<file path="src/rtl/mux_441.sv">
`default_nettype none
// ============================================================================
//  Module      : mux_441
//  Description : Registered 4:1 multiplexer with capture enable. The selected
//                input is loaded into the output register on enabled edges;
//                the select that produced it, a one-cycle "value changed"
//                pulse and the even parity of the held value are also
//                provided. Every output comes from a register (parity is a
//                pure function of the output register), so there is no
//                combinational path from any input to any output.
//  Ports       :
//      clk  in   1      single clock, all state updates on rising edge
//      rst  in   1      synchronous active-high reset (priority over en)
//      en   in   1      capture enable: 1 = load I[s], 0 = hold
//      s    in   2      select: 0->I0, 1->I1, 2->I2, 3->I3
//      I0..I3 in WIDTH  data inputs
//      O    out  WIDTH  registered selected data
//      s_q  out  2      registered select that produced O
//      chg  out  1      one-cycle pulse: O changed value on the last edge
//      par  out  1      even parity (XOR reduction) of O
//  Revision    : 1.0  initial release
// ============================================================================
module mux_441 #(
    parameter int WIDTH = 4
) (
    input  logic             clk,
    input  logic             rst,
    input  logic             en,
    input  logic [1:0]       s,
    input  logic [WIDTH-1:0] I0,
    input  logic [WIDTH-1:0] I1,
    input  logic [WIDTH-1:0] I2,
    input  logic [WIDTH-1:0] I3,
    output logic [WIDTH-1:0] O,
    output logic [1:0]       s_q,
    output logic             chg,
    output logic             par
);

    logic [WIDTH-1:0] w_sel;
    logic [WIDTH-1:0] r_o;
    logic [1:0]       r_s_q;
    logic             r_chg;

    // Fully decoded select; the default arm only keeps the block latch-free
    // should the select ever carry X in simulation.
    always_comb begin
        w_sel = '0;
        case (s)
            2'd0:    w_sel = I0;
            2'd1:    w_sel = I1;
            2'd2:    w_sel = I2;
            2'd3:    w_sel = I3;
            default: w_sel = '0;
        endcase
    end

    always_ff @(posedge clk) begin
        if (rst) begin
            r_o   <= '0;
            r_s_q <= 2'd0;
            r_chg <= 1'b0;
        end else begin
            // Pulse only when a load actually alters the held value; a new
            // select that yields identical data does not count as a change.
            r_chg <= en && (w_sel != r_o);
            if (en) begin
                r_o   <= w_sel;
                r_s_q <= s;
            end
        end
    end

    assign O   = r_o;
    assign s_q = r_s_q;
    assign chg = r_chg;
    // Derived from the output register only, never from the data inputs.
    assign par = ^r_o;

endmodule
`default_nettype wire

</file>
<file path="config.mk">
export PLATFORM = sky130hd
export DESIGN_NAME = mux_441
export DESIGN_NICKNAME = d
export VERILOG_FILES = /design/src/rtl/mux_441.sv
export SDC_FILE = /design/constraint.sdc
export NUM_CORES = 1
export LEC_CHECK = 0
export CAP_MARGIN = 20
export CORE_MARGIN = 10
export CORE_UTILIZATION = 29
export CTS_CLUSTER_SIZE = 28
export DETAILED_ROUTE_END_ITERATION = 8
export GPL_TIMING_DRIVEN = 1
export PLACE_DENSITY = 0.68
export SKIP_LAST_GASP = 1
export SYNTH_ARGS = -nofsm -noshare
export SYNTH_HDL_FRONTEND = slang
export SYNTH_SLANG_ARGS = --single-unit
</file>
<file path="constraint.sdc">
create_clock -name clk -period 1.2 [get_ports clk]
set_input_delay 0.24 -clock clk [delete_from_list [all_inputs] [get_ports clk]]
set_output_delay 0.24 -clock clk [all_outputs]
set_load 0.02 [all_outputs]
</file>
==> flow_metrics.py, run 1 <==
metrics = {
    "status": {
        "status": "finished, violations left",
        "failed_checks": "negative setup slack",
    },
    "clocking": {
        "clk_path_buf_depth": 2,
        "numCtsBuffers": 3,
        "tritoncts": "built",
        "clockRootBuffer": "clkbuf_4",
        "clkLatencyLatePin_ns": 0.25,
        "ctsHoldBuffers": 0,
        "cts-htree-levels": 1,
        "cts.repair_timing.setup_buffer_count": 0,
        "clkTransAtPathRegs_ns": 0.05,
        "tritoncts_num_sinks": 7,
    },
    "synth": {
        "yosysSeqAreaShare_pct": 34.7,
        "synth.net_count": 55,
        "yosysTopAreaCellShare_pct": 34.7,
        "synth_top_area_cell": "dfxtp_1",
        "post_synth_num_cell_types": 10,
        "ys_top_cells_by_area": "dfxtp_1, mux4_2, mux2i_1",
        "post_synthesis_cell_area_um2": 404,
        "synth_seq_cells": 7,
        "synth.avg_cell_area_um2": 11.9,
        "synth_warnings": 0,
        "postSynthCellCount": 34,
    },
    "routing": {
        "drt_first_pass_iters": 3,
        "detail_route.drc_violations": 0,
        "avgViaCountPerCell": 4.60,
        "wire_per_inst_um": 14.2,
        "drt_first_iter_violations": 1,
        "postRouteAntennaNets": 0,
        "dr_total_vias": 400,
        "routed_wl_mm": 1.24,
    },
    "cells_and_area": {
        "final_nets": 94,
        "n_antenna_cell": 0,
        "syn_to_final_growth_pct": 88.2,
        "post_route_cells_drive_above_1_share_pct": 44.4,
    },
    "global_route": {
        "via_count_of_the_first_global_routing_pass": 463,
        "antenna_found_initial": 0,
        "overflow": 0,
        "global_route_wire_length_before_repair_mm": 2.16,
        "grt_max_degree": 6,
        "grt_usage_pct": 8.99,
    },
    "setup_path": {
        "kind_of_critical_path": "flip-flop to output pin",
        "critical_path.max_fanout": 2,
        "worstReg2RegEnd": "chg$_SDFF_PP0_",
        "ff2ff_setup_slack_ns": 0.33,
        "setup.worst_path.start": "O[2]$_SDFFE_PP0P_",
        "cp.arrival_ns": 1.06,
        "cp_num_buf_inv": 1,
        "crit_chain": "xor2_2 > xnor2_2 > buf_4",
        "rr_worst_depth": 3,
        "setup.worst_path.start_class": "flip-flop",
        "crit_path_max_incr_delay_ns": 0.35,
        "worst-endpoint-required_ns": 0.96,
        "cpMaxStageDelayCell": "dfxtp_2",
        "rr_startpoint": "O[0]$_SDFFE_PP0P_",
        "critPathCaptureType": "output pin",
        "critical_path.top_delay_family": "flip-flops",
    },
    "timing": {
        "unrepaired_setup_endpoints_after_global_routing": "yes",
        "finalHoldViolCount": 0,
        "total_negative_slack_for_setup_checks_ns": -0.0993,
        "timing.final.setup_violations": 1,
        "worstMarginPinSlew_ns": 0.219,
        "max_clock_freq_ghz": 0.770,
        "slew_headroom_pct": 85.5,
        "skew_ns": 0.00567,
        "post-route-worst-setup-slack_ns": -0.0993,
        "final.min_clock_period_ns": 1.30,
        "final_max_slew_viol_count": 0,
        "finalCritPeriodShare_pct": 108,
    },
    "place": {
        "finalWeightedCongestion": 0.651,
        "dp_hpwl_mm": 1.09,
        "place.port_buffers": 28,
        "place_ws_ns": -0.682,
    },
    "power": {
        "vdd.ir_drop.worst_v": 0.000464,
        "power_per_cell_area_nw_per_um2": 993,
        "p_leak_uw": 0.000371,
    },
    "run": {
        "maxCapViolations": 0,
    },
    "die": {
        "boundaryPins": 29,
        "std_cell_rows": 13,
        "initial_utilization_pct": 31.1,
        "die_area_um2": 3290,
        "chipWidth_um": 57.3,
        "die_h_um": 57.3,
        "placeableCoreArea_um2": 1300,
    },
    "min_path": {
        "beginning_of_the_worst_hold_path": "s[0]",
        "holdCritPathClass": "input port to flip-flop",
        "worst_hold_path.endpoint": "s_q[0]$_SDFFE_PP0P_",
        "min_delay_path_depth": 4,
    },
}
cell usage after synthesis:
cell,number
mux2i_1,6
xnor2_1,6
xor2_1,1
nor2_1,6
buf_6,1
nand2b_1,1
dfxtp_1,7
mux4_2,4
clkbuf_1,1
a41oi_1,1
registers in the layout (all words and copies together) (netlist names):
name / flops
O: 4
s_q: 2
chg: 1
what timing repair did:
| item | 4_1_cts | 5_1_grt |
|---|---|---|
| setup endpoints to repair | 13 | 3 |
| cloned | 0 | 0 |
| gates resized for setup | 52 | 5 |
| pin swaps | 5 | 1 |
layout make-up:
type,instances,area [um2]
flip-flops and latches,7,145
multi-input cells,25,287
repair buffers,36,284
fillers,129,541
well taps,15,18.8
clock buffers,4,26.3
worst reg2reg max path, cell delays in order, from the launching register on:
cell	delay (ns)
dfxtp_2	0.33
buf_4	0.14
xnor2_2	0.16
a41oi_1	0.11
metal layers:
| layer | track usage (%) | up-vias | routed length [um] |
|---|---|---|---|
| met4 | 7.05 | 0 | 13 |
| met3 | 9.29 | 2 | 211 |
| li1 | - | 197 | - |
| met5 | 0 | - | 0 |
| met1 | 8.14 | 174 | 468 |
| met2 | 11.6 | 27 | 546 |
cell usage in the layout (no fill, tap or decap):
cell type	instances
dlygate4sd2_1	18
dfxtp_2	4
buf_4	8
buf_6	1
xor2_2	1
xnor2_2	4
dfxtp_1	3
a41oi_1	1
clkbuf_2	2
clkbuf_4	3
nor2_1	6
xnor2_1	2
mux4_2	4
nand2b_1	1
clkdlybuf4s50_1	2
mux2i_1	6
clkbuf_1	1
buf_2	5
power by group:
| group | internal (uW) | switching, uW | total [uW] | leakage [uW] |
|---|---|---|---|---|
| clock | 127 | 86.6 | 213 | 0.0000150 |
| sequential | 252 | 13.1 | 265 | 0.0000593 |
| combinational | 160 | 117 | 277 | 0.000296 |
kinds of logic (layout without fill, tap and decap cells):
kind of cell	count (synthesis)	in the layout	synth area share, %
buffers and inverters	2	40	3.71
AO/OA/AOI/OAI	1	1	2.17
flip-flops	7	7	34.7
XOR/XNOR	7	7	15.2
multiplexers	10	10	37.2
AND/OR/NAND/NOR	7	7	7.12
worst max path at each step:
stage / end / cells after the start
6_report: par / 3
5_1_grt: par / 3
4_1_cts: par / 3
3_5_place_dp: chg$_SDFF_PP0_ / 5
3_3_place_gp: chg$_SDFF_PP0_ / 5
2_1_floorplan: chg$_SDFF_PP0_ / 4
through the flow:
stage / total power, uW / utilization, % / area [um2] / hold slack [ns] / cells
3_3_place_gp: 565 / 58.1 / 756 / 0.484 / 83
4_1_cts: 770 / 58.8 / 766 / 0.355 / 87
5_1_grt: 815 / 58.5 / 761 / 0.401 / 87
6_report: 755 / 58.5 / 761 / 0.364 / 87
3_5_place_dp: 569 / 58.1 / 756 / 0.486 / 83
2_1_floorplan: 412 / - / 415 / 0.312 / 34
Note: power is estimated with default switching activity, not from simulation.
==> inputs of run 2 (changes only) <==
--- a/config.mk
+++ b/config.mk
@@ -12,6 +12,7 @@
 export DETAILED_ROUTE_END_ITERATION = 8
 export GPL_TIMING_DRIVEN = 1
 export PLACE_DENSITY = 0.68
+export SETUP_SLACK_MARGIN = 0.2
 export SKIP_LAST_GASP = 1
 export SYNTH_ARGS = -nofsm -noshare
 export SYNTH_HDL_FRONTEND = slang
==> flow_metrics.py, run 2 (synthesized netlist as in run 1, its figures left out) <==
metrics = {
    "setup_path": {
        "critical_path.max_fanout": 2,
        "worstReg2RegEnd": "chg$_SDFF_PP0_",
        "critPathCaptureType": "output pin",
        "kind_of_critical_path": "flip-flop to output pin",
        "cp.arrival_ns": 1.05,
        "worst-endpoint-required_ns": 0.96,
        "rr_worst_depth": 5,
        "ff2ff_setup_slack_ns": 0.13,
        "setup.worst_path.start_class": "flip-flop",
        "rr_startpoint": "O[0]$_SDFFE_PP0P_",
    },
    "min_path": {
        "min_delay_path_depth": 4,
        "worst_hold_path.endpoint": "s_q[0]$_SDFFE_PP0P_",
        "holdCritPathClass": "input port to flip-flop",
        "beginning_of_the_worst_hold_path": "s[0]",
    },
    "die": {
        "die_h_um": 57.3,
        "boundaryPins": 29,
        "chipWidth_um": 57.3,
        "placeableCoreArea_um2": 1300,
        "std_cell_rows": 13,
        "die_area_um2": 3290,
        "initial_utilization_pct": 31.1,
    },
    "cells_and_area": {
        "instances_no_fill": 92,
        "most-common-layout-cells": "buf_4, buf_6, dlygate4sd2_1",
        "post_route_cells_drive_above_1_share_pct": 53.2,
        "syn_to_final_growth_pct": 114,
        "final_nets": 99,
        "post_route_standard_cell_area_excluding_fillers_um2": 866,
        "n_antenna_cell": 0,
        "largest_register_ffs": 4,
        "mostFrequentLayoutCell": "buf_4",
    },
    "routing": {
        "wire_per_inst_um": 13.4,
        "routed_wl_mm": 1.23,
        "detail_route.drc_violations": 0,
        "avgViaCountPerCell": 4.42,
        "postRouteAntennaNets": 0,
        "drt_first_iter_violations": 5,
        "drt_first_pass_iters": 4,
        "dr_total_vias": 407,
    },
    "global_route": {
        "grt_usage_pct": 8.12,
        "grt_max_degree": 6,
        "global_route_wire_length_before_repair_mm": 2.06,
        "overflow": 0,
        "antenna_found_initial": 0,
        "via_count_of_the_first_global_routing_pass": 465,
    },
    "clocking": {
        "tritoncts": "built",
        "tritoncts_num_sinks": 7,
        "cts-htree-levels": 1,
        "clkLatencyLatePin_ns": 0.25,
        "numCtsBuffers": 3,
        "clockRootBuffer": "clkbuf_4",
        "clkTransAtPathRegs_ns": 0.05,
        "clk_path_buf_depth": 2,
    },
    "timing": {
        "finalHoldViolCount": 0,
        "slew_headroom_pct": 86.6,
        "unrepaired_setup_endpoints_after_global_routing": "yes",
        "final_max_slew_viol_count": 0,
        "timing.final.setup_violations": 1,
        "skew_ns": 0.00176,
        "total_negative_slack_for_setup_checks_ns": -0.0922,
        "finalCritPeriodShare_pct": 108,
        "final.min_clock_period_ns": 1.29,
        "post-route-worst-setup-slack_ns": -0.0922,
        "worstMarginPinSlew_ns": 0.201,
        "max_clock_freq_ghz": 0.774,
    },
    "place": {
        "postPlaceCellArea_um2": 763,
        "place.port_buffers": 28,
        "finalWeightedCongestion": 0.703,
        "dp_hpwl_mm": 1.03,
        "placed_cells_incl_taps": 84,
    },
    "power": {
        "vdd.ir_drop.worst_v": 0.000379,
        "power_per_cell_area_nw_per_um2": 928,
        "p_leak_uw": 0.000406,
    },
    "run": {
        "maxCapViolations": 0,
    },
    "status": {
        "failed_checks": "negative setup slack",
        "status": "finished, violations left",
    },
}
run 2: area by class of cell:
| cell class | count | area, um2 |
|---|---|---|
| fill | 110 | 435 |
| timing repair buffer | 41 | 379 |
| multi-input combinational | 25 | 294 |
| sequential | 7 | 148 |
| clock buffer | 4 | 26.3 |
| tap | 15 | 18.8 |
run 2: worst max path at each step:
| stage | slack (ns) | endpoint | start |
|---|---|---|---|
| 6_report | -0.09 | par | O[3]$_SDFFE_PP0P_ |
| 5_1_grt | -0.14 | par | O[2]$_SDFFE_PP0P_ |
| 4_1_cts | -0.12 | par | O[2]$_SDFFE_PP0P_ |
| 3_5_place_dp | -0.66 | chg$_SDFF_PP0_ | s[0] |
| 3_3_place_gp | -0.64 | chg$_SDFF_PP0_ | s[0] |
| 2_1_floorplan | -0.04 | chg$_SDFF_PP0_ | s[0] |
run 2: per-layer routing:
metal / GRT usage (%) / vias to the layer above / share of wire [%]
li1: - / 207 / -
met1: 8.16 / 170 / 40
met2: 10.9 / 28 / 42
met3: 6.64 / 2 / 17
met4: 6.04 / 0 / 0.97
met5: 0 / - / 0
run 2: stage by stage:
step	power, uW	util [%]	setup slack (ns)	hold slack [ns]
6_report	803	66.5	-0.0922	0.346
5_1_grt	848	66.5	-0.143	0.358
4_1_cts	803	64.1	-0.116	0.339
3_5_place_dp	568	58.7	-0.656	0.500
3_3_place_gp	566	58.7	-0.644	0.492
2_1_floorplan	412	-	-0.0432	0.312
run 2: worst max-delay path, stage by stage (launching register included):
cell and delay, ns:
dfxtp_2 0.33, xnor2_2 0.19, xnor2_2 0.12, buf_4 0.15
run 2: timing repair:
action / CTS / global route
setup endpoints to repair: 13 / 12
setup buffers: 2 / 2
gates resized for setup: 82 / 6
hold buffers: 0 / 0
pin swaps: 8 / 4
run 2: where the power goes:
| group | leakage (uW) | internal (uW) | switching, uW |
|---|---|---|---|
| clock | 0.0000150 | 127 | 84.2 |
| sequential | 0.0000600 | 253 | 13.7 |
| combinational | 0.000332 | 201 | 125 |
==> inputs of run 3 (changes only) <==
--- a/config.mk
+++ b/config.mk
@@ -12,6 +12,7 @@
 export DETAILED_ROUTE_END_ITERATION = 8
 export GPL_TIMING_DRIVEN = 1
 export PLACE_DENSITY = 0.68
+export REMOVE_ABC_BUFFERS = 1
 export SETUP_SLACK_MARGIN = 0.2
 export SKIP_LAST_GASP = 1
 export SYNTH_ARGS = -nofsm -noshare
==> flow_metrics.py, run 3 (synthesized netlist as in run 1, its figures left out) <==
metrics = {
    "status": {
        "status": "finished, violations left",
        "failed_checks": "negative setup slack",
    },
    "power": {
        "clock_power_share_pct": 26.6,
        "reg_power_share_pct": 32.6,
        "power_per_cell_area_nw_per_um2": 911,
        "swShare_pct": 28.1,
        "total_switching_power_uw": 230,
        "vdd.ir_drop.worst_v": 0.000451,
        "p_comb_share_pct": 40.8,
        "p_leak_uw": 0.000415,
        "power_report.internal_total_uw": 587,
    },
    "min_path": {
        "holdCritPathClass": "input port to flip-flop",
        "min_delay_path_depth": 4,
        "worst_hold_path.endpoint": "s_q[0]$_SDFFE_PP0P_",
        "beginning_of_the_worst_hold_path": "s[0]",
    },
    "run": {
        "maxCapViolations": 0,
    },
    "routing": {
        "wire_per_inst_um": 13.8,
        "avgViaCountPerCell": 4.65,
        "routed_wl_mm": 1.28,
        "detail_route.drc_violations": 0,
        "drt_first_pass_iters": 3,
        "dr_total_vias": 432,
        "drt_first_iter_violations": 4,
        "postRouteAntennaNets": 0,
    },
    "cells_and_area": {
        "mostFrequentLayoutCell": "clkdlybuf4s15_1",
        "largest_register_ffs": 4,
        "post_route_cells_drive_above_1_share_pct": 51.3,
        "most-common-layout-cells": "clkdlybuf4s15_1, buf_6, buf_4",
        "nFillCells": 114,
        "instances_no_fill": 93,
        "n_antenna_cell": 0,
        "final_core_util_pct": 68.9,
        "syn_to_final_growth_pct": 122,
        "final_nets": 100,
    },
    "clocking": {
        "ctsHoldBuffers": 0,
        "clockRootBuffer": "clkbuf_4",
        "cts-htree-levels": 1,
        "clkTransAtPathRegs_ns": 0.05,
        "tritoncts": "built",
        "clkLatencyLatePin_ns": 0.25,
        "numCtsBuffers": 3,
        "tritoncts_num_sinks": 7,
        "clk_path_buf_depth": 2,
    },
    "global_route": {
        "global_route_wire_length_before_repair_mm": 1.99,
        "grt_usage_pct": 7.82,
        "grt_max_degree": 8,
        "antenna_found_initial": 0,
        "via_count_of_the_first_global_routing_pass": 479,
        "overflow": 0,
    },
    "timing": {
        "skew_ns": 0.000656,
        "worstMarginPinSlew_ns": 0.188,
        "total_negative_slack_for_setup_checks_ns": -0.0791,
        "finalCritPeriodShare_pct": 107,
        "max_clock_freq_ghz": 0.782,
        "finalHoldViolCount": 0,
        "timing.final.setup_violations": 1,
        "unrepaired_setup_endpoints_after_global_routing": "yes",
        "final_max_slew_viol_count": 0,
        "post-route-worst-setup-slack_ns": -0.0791,
        "slew_headroom_pct": 87.3,
        "final.min_clock_period_ns": 1.28,
    },
    "setup_path": {
        "worst-endpoint-required_ns": 0.96,
        "critPathCaptureType": "output pin",
        "kind_of_critical_path": "flip-flop to output pin",
        "rr_worst_depth": 5,
        "ff2ff_setup_slack_ns": 0.05,
        "cp.arrival_ns": 1.04,
        "setup.worst_path.start_class": "flip-flop",
        "rr_startpoint": "O[2]$_SDFFE_PP0P_",
        "worstReg2RegEnd": "chg$_SDFF_PP0_",
        "critical_path.max_fanout": 2,
    },
    "place": {
        "dp_hpwl_mm": 1.02,
        "placed_cells_incl_taps": 84,
        "place.port_buffers": 28,
        "finalWeightedCongestion": 0.603,
    },
    "die": {
        "placeableCoreArea_um2": 1300,
        "boundaryPins": 29,
        "die_area_um2": 3290,
        "chipWidth_um": 57.3,
        "initial_utilization_pct": 31.1,
        "die_h_um": 57.3,
        "std_cell_rows": 13,
    },
}
## run 3: per-layer routing
metal | up-vias | global-route usage [%] | routed length, um
met5 | - | 0 | 0
met4 | 0 | 6.04 | 44
met3 | 5 | 7.52 | 229
met2 | 26 | 11.0 | 543
met1 | 190 | 6.71 | 465
li1 | 211 | - | -
## run 3: critical path, stage by stage, from the launching register on
cell and delay, ns:
dfxtp_2 0.33, xnor2_2 0.16, xnor2_1 0.13, buf_4 0.16
## run 3: what timing repair did
action                                 CTS  global route
endpoints found under the hold margin    0             0
pin swaps                               10             8
buffers inserted                         2             3
resized for setup                       87            13
setup endpoints to repair               13            13
## run 3: how the worst max path moves through the flow
stage | start | to | slack (ns) | depth (start not counted)
after floorplan | O[2]$_SDFFE_PP0P_ | par | -0.05 | 2
after global placement | s[0] | chg$_SDFF_PP0_ | -0.60 | 5
after detailed placement | s[0] | chg$_SDFF_PP0_ | -0.60 | 5
after CTS | O[2]$_SDFFE_PP0P_ | par | -0.09 | 3
after global routing | O[2]$_SDFFE_PP0P_ | par | -0.13 | 3
final | O[1]$_SDFFE_PP0P_ | par | -0.08 | 3
## run 3: metrics by stage
stage | total power [uW] | hold slack (ns) | worst slack (ns) | cell area [um2]
floorplan | 390 | 0.312 | -0.0537 | 389
global placement | 563 | 0.479 | -0.595 | 768
detailed placement | 564 | 0.486 | -0.598 | 768
CTS | 790 | 0.326 | -0.0902 | 832
global route | 859 | 0.346 | -0.128 | 897
finish | 818 | 0.333 | -0.0791 | 897
## run 3: power groups by stage
stage	Clock [uW]	Combinational (uW)	Sequential, uW
floorplan	0	101	289
CTS	220	308	262
global route	232	358	269
detailed placement	0	301	263
finish	218	334	266
global placement	0	300	263
## run 3: final cells by class
| type | count | area [um2] | share of cell area (%) |
|---|---|---|---|
| clock buffer | 4 | 26.3 | 2.93 |
| timing repair buffer | 42 | 419 | 46.7 |
| sequential | 7 | 146 | 16.3 |
| tap | 15 | 18.8 | 2.09 |
| multi-input combinational | 25 | 287 | 31.9 |
